--- config.mk ---
export PLATFORM = sky130hd
export DESIGN_NAME = eth_rx_parser
export DESIGN_NICKNAME = d
export VERILOG_FILES = /design/src/rtl/eth_pkg.sv /design/src/rtl/crc32.sv /design/src/rtl/eth_rx_parser.sv
export SDC_FILE = /design/constraint.sdc
export NUM_CORES = 1
export LEC_CHECK = 0
export CORE_MARGIN = 2
export CORE_UTILIZATION = 43
export DETAILED_ROUTE_END_ITERATION = 16
export DONT_BUFFER_PORTS = 1
export PLACE_DENSITY = 0.63
export SLEW_MARGIN = 40
export SYNTH_ARGS = -nofsm -noshare
export SYNTH_HDL_FRONTEND = slang
export SYNTH_SLANG_ARGS = --single-unit
--- constraint.sdc ---
create_clock -name clk -period 9.45 [get_ports clk]
set_input_delay 0.945 -clock clk [delete_from_list [all_inputs] [get_ports clk]]
set_output_delay 0.945 -clock clk [all_outputs]
set_load 0.02 [all_outputs]
--- src/rtl/eth_pkg.sv ---
// Shared definitions for the Ethernet receive parser: FSM states, frame
// geometry, CRC-32 constants and the byte-wise CRC update function.
package eth_pkg;

    typedef enum logic [2:0] {
        IDLE,
        HDR,
        PAYLOAD,
        DROP,
        STATUS
    } state_t;

    localparam int          ETH_HDR_LEN = 14;
    localparam int          ETH_FCS_LEN = 4;

    localparam logic [31:0] CRC_POLY    = 32'hEDB8_8320;
    localparam logic [31:0] CRC_INIT    = 32'hFFFF_FFFF;
    localparam logic [31:0] CRC_RESIDUE = 32'hDEBB_20E3;

    localparam logic [47:0] BCAST_MAC   = 48'hFFFF_FFFF_FFFF;

    // Reflected CRC-32 advanced by one byte, LSB of the byte first.
    function automatic logic [31:0] crc32_byte(input logic [31:0] crc,
                                               input logic [7:0]  data);
        logic [31:0] c;
        c = crc ^ {24'd0, data};
        for (int i = 0; i < 8; i++) begin
            c = c[0] ? ((c >> 1) ^ CRC_POLY) : (c >> 1);
        end
        return c;
    endfunction

endpackage

--- src/rtl/crc32.sv ---
// Byte-wise reflected CRC-32 register. 'init' restarts the CRC; when it is
// raised together with crc_en the byte is folded into a fresh CRC_INIT so
// the first byte of a frame is never lost.
module crc32
    import eth_pkg::*;
(
    input  logic        clk,
    input  logic        rst,
    input  logic [7:0]  data_in,
    input  logic        crc_en,
    input  logic        init,
    output logic [31:0] crc_out
);

    logic [31:0] r_crc;
    logic [31:0] w_base;

    assign w_base  = init ? CRC_INIT : r_crc;
    assign crc_out = r_crc;

    // CRC state: restart, fold in a byte, or hold.
    // NOTE: sequential state uses non-blocking assignments only, so every
    // flop samples the pre-edge value of every other flop.
    always_ff @(posedge clk or posedge rst) begin
        if (rst) begin
            r_crc <= CRC_INIT;
        end else if (crc_en) begin
            r_crc <= crc32_byte(w_base, data_in);
        end else if (init) begin
            r_crc <= CRC_INIT;
        end
    end

endmodule

--- src/rtl/eth_rx_parser.sv ---
// Ethernet receive parser: captures the 14-byte header, filters on the
// destination MAC, strips the FCS through a 4-byte delay line, checks the
// CRC-32 and length, and reports a per-frame status pulse.
module eth_rx_parser
    import eth_pkg::*;
#(
    parameter int          MAX_PAYLOAD    = 1500,
    parameter int          MIN_PAYLOAD    = 46,
    parameter bit          ADDR_FILTER_EN = 1'b1,
    parameter logic [47:0] LOCAL_MAC      = 48'h02_00_00_00_00_01
) (
    input  logic        clk,
    input  logic        rst,
    input  logic [7:0]  frame_in,
    input  logic        valid,
    input  logic        frame_last,
    output logic [7:0]  payload_out,
    output logic        payload_valid,
    output logic        payload_last,
    output logic [47:0] dst_mac,
    output logic [47:0] src_mac,
    output logic [15:0] ethertype,
    output logic        hdr_valid,
    output logic        frame_done,
    output logic        error_flag,
    output logic        err_crc,
    output logic        err_len,
    output logic        dropped
);

    localparam int          HDR_W        = ETH_HDR_LEN * 8;
    localparam int          LINE_W       = ETH_FCS_LEN * 8;
    localparam logic [2:0]  LINE_DEPTH   = 3'(ETH_FCS_LEN);
    localparam logic [15:0] HDR_LAST_IDX = 16'(ETH_HDR_LEN - 1);
    localparam logic [15:0] MIN_TOTAL    = 16'(MIN_PAYLOAD + ETH_HDR_LEN + ETH_FCS_LEN);
    localparam logic [15:0] MAX_TOTAL    = 16'(MAX_PAYLOAD + ETH_HDR_LEN + ETH_FCS_LEN);

    state_t              r_state;
    logic [15:0]         r_cnt;        // bytes of the current frame seen so far
    logic [HDR_W-1:0]    r_hdr;        // {dst_mac, src_mac, ethertype}
    logic [LINE_W-1:0]   r_line;       // FCS-stripping delay line, newest in LSB
    logic [2:0]          r_fill;       // occupied delay-line slots
    logic                r_filt;       // frame rejected by the address filter
    logic                r_trunc;      // frame cut off for exceeding MAX_PAYLOAD
    logic                r_runt;       // frame ended inside the header

    logic [7:0]          r_pay_data;
    logic                r_pay_valid;
    logic                r_pay_last;
    logic                r_hdr_valid;
    logic                r_frame_done;
    logic                r_error_flag;
    logic                r_err_crc;
    logic                r_err_len;
    logic                r_dropped;

    logic                w_start;
    logic [15:0]         w_cnt_next;
    logic [47:0]         w_dst_seen;
    logic                w_dst_filtered;
    logic [31:0]         w_crc;
    logic                w_len_bad;
    logic                w_stat_err_crc;
    logic                w_stat_err_len;

    // A byte arriving in IDLE, or during the STATUS cycle of the previous
    // frame, is header byte 0 of a new frame.
    assign w_start    = valid && (r_state == IDLE || r_state == STATUS);

    // Saturating byte count: oversized frames must never wrap back into range.
    assign w_cnt_next = (r_cnt == 16'hFFFF) ? r_cnt : r_cnt + 16'd1;

    // When byte 13 arrives, bytes 0..12 sit in the low 104 bits of r_hdr, so
    // the destination MAC is already complete.
    assign w_dst_seen     = r_hdr[HDR_W-9 -: 48];
    assign w_dst_filtered = ADDR_FILTER_EN && (w_dst_seen != LOCAL_MAC)
                                           && (w_dst_seen != BCAST_MAC);

    // Status is evaluated in STATUS, where the CRC already includes the last
    // FCS byte and r_cnt holds the total frame length.
    assign w_len_bad      = (r_cnt < MIN_TOTAL) || (r_cnt > MAX_TOTAL);
    assign w_stat_err_len = !r_filt && (r_trunc || r_runt || w_len_bad);
    assign w_stat_err_crc = !r_filt && (w_crc != CRC_RESIDUE);

    crc32 u_crc (
        .clk     (clk),
        .rst     (rst),
        .data_in (frame_in),
        .crc_en  (valid),
        .init    (w_start),
        .crc_out (w_crc)
    );

    assign payload_out   = r_pay_data;
    assign payload_valid = r_pay_valid;
    assign payload_last  = r_pay_last;
    assign dst_mac       = r_hdr[HDR_W-1 -: 48];
    assign src_mac       = r_hdr[HDR_W-49 -: 48];
    assign ethertype     = r_hdr[15:0];
    assign hdr_valid     = r_hdr_valid;
    assign frame_done    = r_frame_done;
    assign error_flag    = r_error_flag;
    assign err_crc       = r_err_crc;
    assign err_len       = r_err_len;
    assign dropped       = r_dropped;

    // Parser FSM with registered outputs; later assignments in the block
    // override the per-cycle pulse defaults set at its top.
    always_ff @(posedge clk or posedge rst) begin
        if (rst) begin
            r_state      <= IDLE;
            r_cnt        <= 16'd0;
            r_hdr        <= '0;
            // NOTE: the delay line is a handful of flops rather than a RAM,
            // so it is cleared by reset along with the rest of the state.
            r_line       <= '0;
            r_fill       <= 3'd0;
            r_filt       <= 1'b0;
            r_trunc      <= 1'b0;
            r_runt       <= 1'b0;
            r_pay_data   <= 8'd0;
            r_pay_valid  <= 1'b0;
            r_pay_last   <= 1'b0;
            r_hdr_valid  <= 1'b0;
            r_frame_done <= 1'b0;
            r_error_flag <= 1'b0;
            r_err_crc    <= 1'b0;
            r_err_len    <= 1'b0;
            r_dropped    <= 1'b0;
        end else begin
            r_pay_valid  <= 1'b0;
            r_pay_last   <= 1'b0;
            r_hdr_valid  <= 1'b0;
            r_frame_done <= 1'b0;

            if (r_state == STATUS) begin
                r_frame_done <= 1'b1;
                r_err_crc    <= w_stat_err_crc;
                r_err_len    <= w_stat_err_len;
                r_dropped    <= r_filt || r_trunc || r_runt;
                r_error_flag <= r_error_flag || w_stat_err_crc || w_stat_err_len;
                r_state      <= IDLE;
            end

            if (w_start) begin
                r_cnt   <= 16'd1;
                r_hdr   <= {r_hdr[HDR_W-9:0], frame_in};
                r_fill  <= 3'd0;
                r_filt  <= 1'b0;
                r_trunc <= 1'b0;
                r_runt  <= 1'b0;
                if (frame_last) begin
                    r_runt  <= 1'b1;
                    r_state <= STATUS;
                end else begin
                    r_state <= HDR;
                end
            end else if (valid) begin
                r_cnt <= w_cnt_next;
                case (r_state)
                    HDR: begin
                        r_hdr <= {r_hdr[HDR_W-9:0], frame_in};
                        if (r_cnt == HDR_LAST_IDX) begin
                            r_hdr_valid <= 1'b1;
                            r_filt      <= w_dst_filtered;
                            if (frame_last) begin
                                r_state <= STATUS;
                            end else if (w_dst_filtered) begin
                                r_state <= DROP;
                            end else begin
                                r_state <= PAYLOAD;
                            end
                        end else if (frame_last) begin
                            r_runt  <= 1'b1;
                            r_state <= STATUS;
                        end
                    end

                    PAYLOAD: begin
                        if (r_cnt >= MAX_TOTAL) begin
                            // This byte takes the frame past the maximum:
                            // stop emitting at once, without payload_last.
                            r_trunc <= 1'b1;
                            r_state <= frame_last ? STATUS : DROP;
                        end else begin
                            r_line <= {r_line[LINE_W-9:0], frame_in};
                            if (r_fill == LINE_DEPTH) begin
                                r_pay_valid <= 1'b1;
                                r_pay_data  <= r_line[LINE_W-1 -: 8];
                                r_pay_last  <= frame_last;
                            end else begin
                                r_fill <= r_fill + 3'd1;
                            end
                            if (frame_last) begin
                                r_state <= STATUS;
                            end
                        end
                    end

                    DROP: begin
                        if (frame_last) begin
                            r_state <= STATUS;
                        end
                    end

                    default: begin
                    end
                endcase
            end
        end
    end

endmodule

==> results.py, run 1 <==
metrics = {
    "clock_tree": {
        "postCtsSetupBuffers": 0,
        "cts_max_level": 1,
        "clk_latency_ns": 0.51,
        "hold_buffers": 0,
        "clockBufferDepth": 3,
        "cts_tree": "built",
        "cts_inserted_buffers": 24,
        "clkSlewWorstSetupHoldPaths_ns": 0.06,
        "cts_resized": 0,
        "cts_sinks": 217,
        "cts_root_buffer": "clkbuf_16",
    },
    "routing": {
        "drc": 0,
        "dr.pass1.iters": 5,
        "vias": 5953,
        "drt_wl_total_um": 20800,
        "wire_per_inst_um": 19.6,
        "first_iter_violations": 419,
        "vias_per_cell": 5.62,
        "final_antenna_net_count": 0,
    },
    "timing": {
        "slew_headroom": 0.482,
        "hold_violations": 0,
        "setup_viol": 0,
        "fin_tns_setup_ns": 0,
        "rsz0062_at_grt": "false",
        "tightest_slew_ns": 0.772,
        "slew_violations": 0,
        "hold_slack_ns": 0.280,
        "period_share": 0.359,
        "min_period_ns": 3.39,
        "clock.fmax_ghz": 0.295,
        "clock_skew_ns": 0.0106,
    },
    "synth": {
        "synthTopCellsByArea": "dfrtp_1, mux2_2, dfstp_2, xnor2_1, nor2_1",
        "yosysSeqAreaShare": 0.557,
        "syn-instance-count": 761,
        "synth-seq-cells": 217,
        "async_reset_ff_frac": 1.00,
        "syn_nets": 777,
        "ys_warn_count": 0,
        "ys.flop_type": "dfrtp_1",
        "netlist.top_cell.by_area": "dfrtp_1",
        "synth_top_area_share": 0.471,
        "avgSynthCellArea_um2": 12.9,
        "synth.distinct_cells": 51,
        "synth-edff-count": 0,
        "syn_area_mm2": 0.00983,
    },
    "layout": {
        "fin_util": 0.489,
        "layoutNonFillerInstCount": 1060,
        "layout-drive-gt1-share": 0.334,
        "area_growth_pct": 12.0,
        "fin_nets": 773,
        "layout_common_cells": "dfrtp_1, mux2_2, nor2_1",
        "multiInputGateArea_mm2": 0.00420,
        "antenna_cells": 0,
        "nFillCells": 1915,
        "final_common_cell": "dfrtp_1",
        "register_area_mm2": 0.00547,
    },
    "global_route": {
        "track_usage": 0.174,
        "grt_first_pass_wirelength_um": 34000,
        "grt_start_max_net_pins": 151,
        "grt_pass1_vias": 6034,
        "grt_overflow_total": 0,
        "antenna_found_initial": 0,
    },
    "floorplan": {
        "io_pins": 140,
        "die_width_um": 155,
        "row_count": 55,
        "coreArea_mm2": 0.0225,
        "start_util": 0.437,
        "die_h_um": 155,
        "die_area_mm2": 0.0241,
    },
    "worst_setup_path": {
        "rrSetupSlack_ns": 6.06,
        "cp.required_ns": 9.88,
        "crit_chain": "nor3b_4 -> buf_4 -> nor2_1 -> xnor2_2 -> xnor3_1 -> xor3_1 -> mux2_2",
        "setup.worst_path.end_class": "flip-flop",
        "start_kind": "flip-flop",
        "max_stage_delay_ns": 0.69,
        "cp_slowest_cell": "nor3b_4",
        "critPathMaxFanout": 18,
        "arrival_ns": 3.83,
        "critical_path_class": "reg2reg",
    },
    "outcome": {
        "outcome": "finished, final reports clean",
    },
    "place": {
        "gp_congestion": 0.890,
        "placed_cells": 1016,
        "place_hpwl_um": 14100,
        "io_buffers": 0,
    },
    "power_and_ir_drop": {
        "power.leakage_nw": 4.96,
        "powerDensity_mw_per_mm2": 427,
        "irDropWorstVdd_mv": 0.220,
        "totalPowerFinal_mw": 4.70,
    },
    "min_path": {
        "hold_path.class": "in2async",
    },
    "job": {
        "drv_cap": 0,
    },
}
[state kept, by name (all words and copies together) (netlist names)]
signal,flops
err_crc,1
error_flag,1
r_state,3
err_len,1
r_runt,1
dropped,1
payload_valid,1
payload_out,8
r_fill,3
r_hdr,112
payload_last,1
frame_done,1
r_line,32
hdr_valid,1
u_crc.crc_out,32
r_trunc,1
r_cnt,16
r_filt,1
[logic make-up (layout without fill, tap and decap cells)]
family,Yosys count,count (layout),synth area share
xor gates and xnor gates,92,92,0.0973
adders and majority gates,4,4,0.00509
AOI/OAI and AO/OA,44,44,0.0286
DFF,217,217,0.557
and+or+nand+nor,188,188,0.0980
buffers and inverters,45,59,0.0181
muxes,171,171,0.196
[synthesized netlist by cell type, types with 3 or more instances]
| cell type | instances |
|---|---|
| nor3_1 | 5 |
| nor4b_1 | 3 |
| buf_1 | 4 |
| o21ai_0 | 7 |
| nand2_1 | 23 |
| clkbuf_1 | 29 |
| nor2_1 | 79 |
| xor2_1 | 29 |
| nor2b_1 | 3 |
| nand3_1 | 7 |
| nand4_1 | 25 |
| mux2_2 | 169 |
| xnor2_2 | 3 |
| nor3b_1 | 4 |
| inv_1 | 10 |
| xnor2_1 | 51 |
| ha_1 | 4 |
| a21oi_1 | 21 |
| xnor3_1 | 6 |
| dfstp_2 | 32 |
| nand4b_1 | 3 |
| nor4_1 | 19 |
| dfrtp_1 | 185 |
| a31oi_1 | 3 |
| and4_1 | 3 |
[final timing paths]
kind                                   startpoint           endpoint  cells after the start
worst min-delay path                          rst            err_len                      1
max in group asynchronous                     rst          r_hdr[12]                      2
worst min register to register  u_crc.crc_out[20]  u_crc.crc_out[20]                      2
worst max register to register         r_state[1]  u_crc.crc_out[19]                      7
min in group clk                            valid   u_crc.crc_out[9]                      1
worst max-delay path                   r_state[1]  u_crc.crc_out[19]                      7
[routing by layer]
metal | global-route usage | share of wire | vias up
li1 | - | - | 2696
met1 | 0.238 | 0.44 | 3033
met2 | 0.276 | 0.46 | 184
met3 | 0.0468 | 0.074 | 40
met4 | 0.0507 | 0.023 | 0
met5 | 0 | 0 | -
[area by class of cell]
type                            instances  share of cell area
Sequential cell                       217               0.497
Multi-Input combinational cell        499               0.382
Clock buffer                           35              0.0656
Tap cell                              285              0.0324
Clock inverter                          9              0.0142
Inverter                               10             0.00489
Timing Repair Buffer                    5             0.00409
[report_power, final]
part / internal (mW) / total [mW] / switching [mW]
sequential: 1.32 / 2.02 / 0.698
combinational: 0.977 / 1.67 / 0.698
clock: 0.639 / 1.01 / 0.368
total: 2.94 / 4.70 / 1.76
[critical path, delay by kind of cell, from the launching register on]
kind | cells | cell delay (ns)
and+or+nand+nor | 2 | 0.79
DFF | 1 | 0.57
muxes | 1 | 0.27
xor gates and xnor gates | 3 | 1.36
buffers and inverters | 1 | 0.32
[stage by stage]
stage | cell area (µm²) | setup WS, ns
2_1_floorplan | 9830 | 2.62
3_3_place_gp | 10100 | 5.63
3_5_place_dp | 10100 | 5.78
4_1_cts | 11000 | 6.06
5_1_grt | 11000 | 5.82
6_report | 11000 | 6.06
Power figures use the tool's default switching activity.
==> inputs of run 2 (changes only) <==
clock period = 3.3 ns   (was 9.45 ns; I/O delays follow)
==> results.py, run 2 (same netlist as run 1, synthesis figures left out) <==
metrics = {
    "worst_setup_path": {
        "critPathMaxFanout": 21,
        "cp_top_family": "XOR/XNOR gates",
        "max_stage_delay_ns": 0.56,
        "cp_slowest_cell": "dfrtp_1",
        "critical_path_class": "reg2reg",
        "cp.buffers_inverters": 1,
        "arrival_ns": 3.31,
        "start_kind": "flip-flop",
        "crit_chain": "nor3b_2 -> buf_4 -> nor2_1 -> xnor2_1 -> xnor3_1 -> xor3_1 -> mux2_2",
        "setup.worst_path.end_class": "flip-flop",
        "cp.required_ns": 3.75,
    },
    "global_route": {
        "grt_pass1_vias": 6178,
        "antenna_found_initial": 0,
        "grt_use_met3": 0.0549,
        "grt_overflow_total": 0,
        "top_usage_layer": "met2",
        "use_met2": 0.283,
        "grt_start_max_net_pins": 71,
        "grt_first_pass_wirelength_um": 35600,
        "globalRouteMet1Util": 0.247,
        "track_usage": 0.183,
    },
    "place": {
        "place_hpwl_um": 15000,
        "gp_congestion": 0.916,
        "placed_cells": 1026,
        "io_buffers": 0,
    },
    "clock_tree": {
        "cts_sinks": 217,
        "cts_max_level": 1,
        "cts_inserted_buffers": 25,
        "cts_tree": "built",
        "cts_resized": 0,
        "cts_root_buffer": "clkbuf_16",
        "clk_latency_ns": 0.53,
        "clockBufferDepth": 3,
        "clkSlewWorstSetupHoldPaths_ns": 0.06,
    },
    "floorplan": {
        "row_count": 55,
        "die_h_um": 155,
        "die_width_um": 155,
        "coreArea_mm2": 0.0225,
        "start_util": 0.437,
        "die_area_mm2": 0.0241,
        "io_pins": 140,
    },
    "layout": {
        "antenna_cells": 0,
        "fin_nets": 795,
        "layout-drive-gt1-share": 0.339,
        "top_register": "r_hdr",
        "final_common_cell": "dfrtp_1",
        "layout_common_cells": "dfrtp_1, mux2_2, nor2_1",
        "largest_reg_flops": 112,
        "layoutNonFillerInstCount": 1081,
        "area_growth_pct": 14.3,
    },
    "routing": {
        "vias_per_cell": 5.60,
        "wire_per_inst_um": 20.1,
        "vias": 6052,
        "first_iter_violations": 332,
        "drt_wl_total_um": 21700,
        "dr.pass1.iters": 5,
        "drc": 0,
        "final_antenna_net_count": 0,
    },
    "power_and_ir_drop": {
        "power.leakage_nw": 5.08,
        "powerDensity_mw_per_mm2": 1210,
        "irDropWorstVdd_mv": 0.559,
    },
    "outcome": {
        "outcome": "finished, final reports clean",
    },
    "timing": {
        "rsz0062_at_grt": "false",
        "min_period_ns": 2.86,
        "clock_skew_ns": 0.0183,
        "clock.fmax_ghz": 0.350,
        "hold_violations": 0,
        "setup_viol": 0,
        "tightest_slew_ns": 0.765,
        "slew_violations": 0,
        "slew_headroom": 0.488,
        "fin_tns_setup_ns": 0,
        "period_share": 0.866,
    },
    "job": {
        "drv_cap": 0,
    },
    "min_path": {
        "hold_path.class": "in2reg",
    },
}
run 2: cell count changes in the layout (fill, tap and decap cells not counted), moves of 2 or more:
cell / change
dlygate4sd3_1: +10
buf_12: +7
buf_4: +6
buf_6: -2
clkbuf_8: -2
run 2: worst register-to-register path: cells and delay by family (launching register included):
| family | cells | cell delay (ns) |
|---|---|---|
| xor+xnor | 3 | 1.24 |
| mux | 1 | 0.27 |
| simple gates | 2 | 0.40 |
| flops | 1 | 0.56 |
| buf+inv | 1 | 0.30 |
run 2: through the flow:
step	cell area, µm²	utilization	power (mW)	hold slack, ns	worst slack (ns)
6_report	11200	0.499	13.6	0.101	0.442
5_1_grt	11200	0.499	14.4	0.105	0.299
4_1_cts	11200	0.499	13.7	0.0875	0.462
3_5_place_dp	10200	0.455	10.7	0.243	0.472
3_3_place_gp	10200	0.454	10.6	0.388	0.628
2_1_floorplan	9830	-	9.51	0.416	0.170
run 2: path summary, 6_finish.rpt:
path                                 start                end  slack, ns  cells past startpoint
worst min-delay path            frame_last         r_state[0]       0.10                      3
worst max-delay path            r_state[1]  u_crc.crc_out[19]       0.44                      7
min in group asynchronous              rst          r_hdr[51]       0.31                      2
worst min register to register   r_line[5]         r_line[13]       0.49                      1
worst max register to register  r_state[1]  u_crc.crc_out[19]       0.44                      7
max in group asynchronous              rst         r_hdr[105]       2.31                      3
run 2: routing by layer:
metal | share of wire | vias up
met1 | 0.43 | 3073
met4 | 0.030 | 0
li1 | - | 2720
met5 | 0 | -
met3 | 0.078 | 46
met2 | 0.46 | 213
run 2: power breakdown:
part           switching [mW]  internal, mW
clock network            1.10          1.77
logic                    2.01          2.89
registers                2.03          3.79
run 2: area by class of cell:
cell class,instances,area [µm²]
well taps,285,357
inverters,10,41.3
clock buffers,33,716
flip-flops and latches,217,5470
fillers,1939,11300
repair buffers,26,308
multi-input cells,499,4190
clock inverters,11,155
run 2: timing repair:
| item | in CTS | in global routing |
|---|---|---|
| setup buffers | 0 | 0 |
| hold buffers | 11 | 0 |
| endpoints found under the hold margin | 65 | 0 |
==> inputs of run 3 (changes only) <==
CORE_MARGIN = unset   (was 2)
RECOVER_POWER = 50   (was unset)
==> results.py, run 3 (same netlist as run 1, synthesis figures left out) <==
metrics = {
    "timing": {
        "slew_violations": 0,
        "clock.fmax_ghz": 0.349,
        "clock_skew_ns": 0.0156,
        "fin_tns_setup_ns": 0,
        "setup_viol": 0,
        "period_share": 0.869,
        "min_period_ns": 2.87,
        "hold_slack_ns": 0.132,
        "slew_headroom": 0.187,
        "tightest_slew_ns": 1.22,
        "hold_violations": 0,
        "rsz0062_at_grt": "false",
    },
    "floorplan": {
        "die_width_um": 153,
        "io_pins": 140,
        "coreArea_mm2": 0.0221,
        "start_util": 0.445,
        "die_h_um": 153,
        "die_area_mm2": 0.0235,
        "row_count": 54,
    },
    "clock_tree": {
        "hold_buffers": 12,
        "cts_sinks": 217,
        "clkSlewWorstSetupHoldPaths_ns": 0.06,
        "clk_latency_ns": 0.52,
        "cts_max_level": 1,
        "cts_root_buffer": "clkbuf_16",
        "cts_tree": "built",
        "clockBufferDepth": 3,
        "cts_inserted_buffers": 24,
        "postCtsSetupBuffers": 0,
        "cts_resized": 0,
    },
    "power_and_ir_drop": {
        "totalPowerFinal_mw": 13.3,
        "power.leakage_nw": 5.01,
        "sw_frac_of_total": 0.381,
        "power.internal_mw": 8.20,
        "irDropWorstVdd_mv": 0.715,
        "p_sw_mw": 5.05,
        "seq_power_share": 0.437,
        "power_frac_comb": 0.366,
        "p_clk_frac": 0.196,
        "powerDensity_mw_per_mm2": 1190,
    },
    "worst_setup_path": {
        "endpoint": "u_crc.crc_out[19]",
        "setup.worst_path.start": "r_state[1]",
        "setup.worst_path.end_class": "flip-flop",
        "critPathMaxFanout": 17,
        "reg2reg_from": "r_state[1]",
        "cp_slowest_cell": "nor3b_2",
        "cp.buffers_inverters": 0,
        "crit_chain": "nor3b_2 -> nor2_1 -> xnor2_1 -> xnor3_1 -> xor3_1 -> mux2_2",
        "arrival_ns": 3.31,
        "cp.required_ns": 3.75,
        "cp_top_family": "XOR/XNOR gates",
        "start_kind": "flip-flop",
        "max_stage_delay_ns": 0.59,
        "critical_path_class": "reg2reg",
        "rrSetupSlack_ns": 0.43,
        "reg2regPathDepth": 6,
        "crit_cells": 6,
        "reg2reg_to": "u_crc.crc_out[19]",
    },
    "layout": {
        "top_register": "r_hdr",
        "largest_reg_flops": 112,
        "final_area_mm2": 0.0111,
        "antenna_cells": 0,
        "layoutNonFillerInstCount": 1079,
        "layout-drive-gt1-share": 0.338,
        "layout_common_cells": "dfrtp_1, mux2_2, nor2_1",
        "fin_nets": 797,
        "final_common_cell": "dfrtp_1",
        "area_growth_pct": 12.9,
    },
    "global_route": {
        "track_usage": 0.184,
        "grt_start_max_net_pins": 113,
        "antenna_found_initial": 0,
        "grt_pass1_vias": 6262,
        "grt_first_pass_wirelength_um": 34700,
        "grt_overflow_total": 0,
    },
    "routing": {
        "drc": 0,
        "vias_per_cell": 5.57,
        "wire_per_inst_um": 19.7,
        "final_antenna_net_count": 0,
        "first_iter_violations": 334,
        "vias": 6005,
        "drt_wl_total_um": 21300,
        "dr.pass1.iters": 4,
    },
    "place": {
        "placed_cells": 1023,
        "io_buffers": 0,
        "place_hpwl_um": 14900,
        "postPlaceCellArea_mm2": 0.0102,
        "gp_congestion": 0.886,
    },
    "outcome": {
        "outcome": "finished, final reports clean",
    },
    "min_path": {
        "hold_path.class": "in2reg",
    },
    "job": {
        "drv_cap": 0,
    },
}
-- run 3: cell count changes in the layout (fill, tap and decap cells not counted), sizes merged --
cell	delta
clkinvlp	+2
clkinv	+6
dlygate4sd3	+1
inv	-1
buf	-4
bufinv	-1
-- run 3: layout make-up --
class                           instances  area, µm²
Fill cell                            1899      11000
Sequential cell                       217       5470
Timing Repair Buffer                   29        264
Multi-Input combinational cell        499       4190
Clock inverter                         17        159
Inverter                               10       38.8
Tap cell                              280        350
Clock buffer                           27        622
-- run 3: how the worst min path moves through the flow --
stage | start | end | slack, ns | cells past startpoint
after detailed placement | rst | r_hdr[12] | 0.26 | 1
final | valid | u_crc.crc_out[2] | 0.13 | 2
after global routing | valid | u_crc.crc_out[21] | 0.14 | 2
after floorplan | frame_last | r_state[1] | 0.42 | 1
after CTS | valid | u_crc.crc_out[18] | 0.11 | 2
after global placement | valid | u_crc.crc_out[9] | 0.39 | 1
-- run 3: worst register-to-register path: cells and delay by family, from the launching register on --
kind          cells  cell delay, ns
mux               1            0.27
simple gates      2            0.72
xor+xnor          3            1.27
flops             1            0.56
-- run 3: metrics by stage --
step                setup WS (ns)  utilization
floorplan                   0.170            -
global placement            0.586        0.463
detailed placement          0.422        0.464
CTS                         0.422        0.505
global route                0.138        0.502
finish                      0.433        0.502
-- run 3: power by group through the flow --
stage          logic [mW]  registers [mW]  clock network, mW
6_report             4.85            5.80               2.60
2_1_floorplan        4.20            5.31                  0
3_5_place_dp         4.84            5.85                  0
5_1_grt              5.30            5.94               2.78
3_3_place_gp         4.75            5.79                  0
4_1_cts              4.91            5.81               2.68
-- run 3: metal layers --
layer | vias up | share of wire | track usage
met5 | - | 0 | 0
met4 | 0 | 0.021 | 0.0486
met3 | 37 | 0.063 | 0.0428
met2 | 161 | 0.50 | 0.313
met1 | 3083 | 0.42 | 0.236
li1 | 2724 | - | -
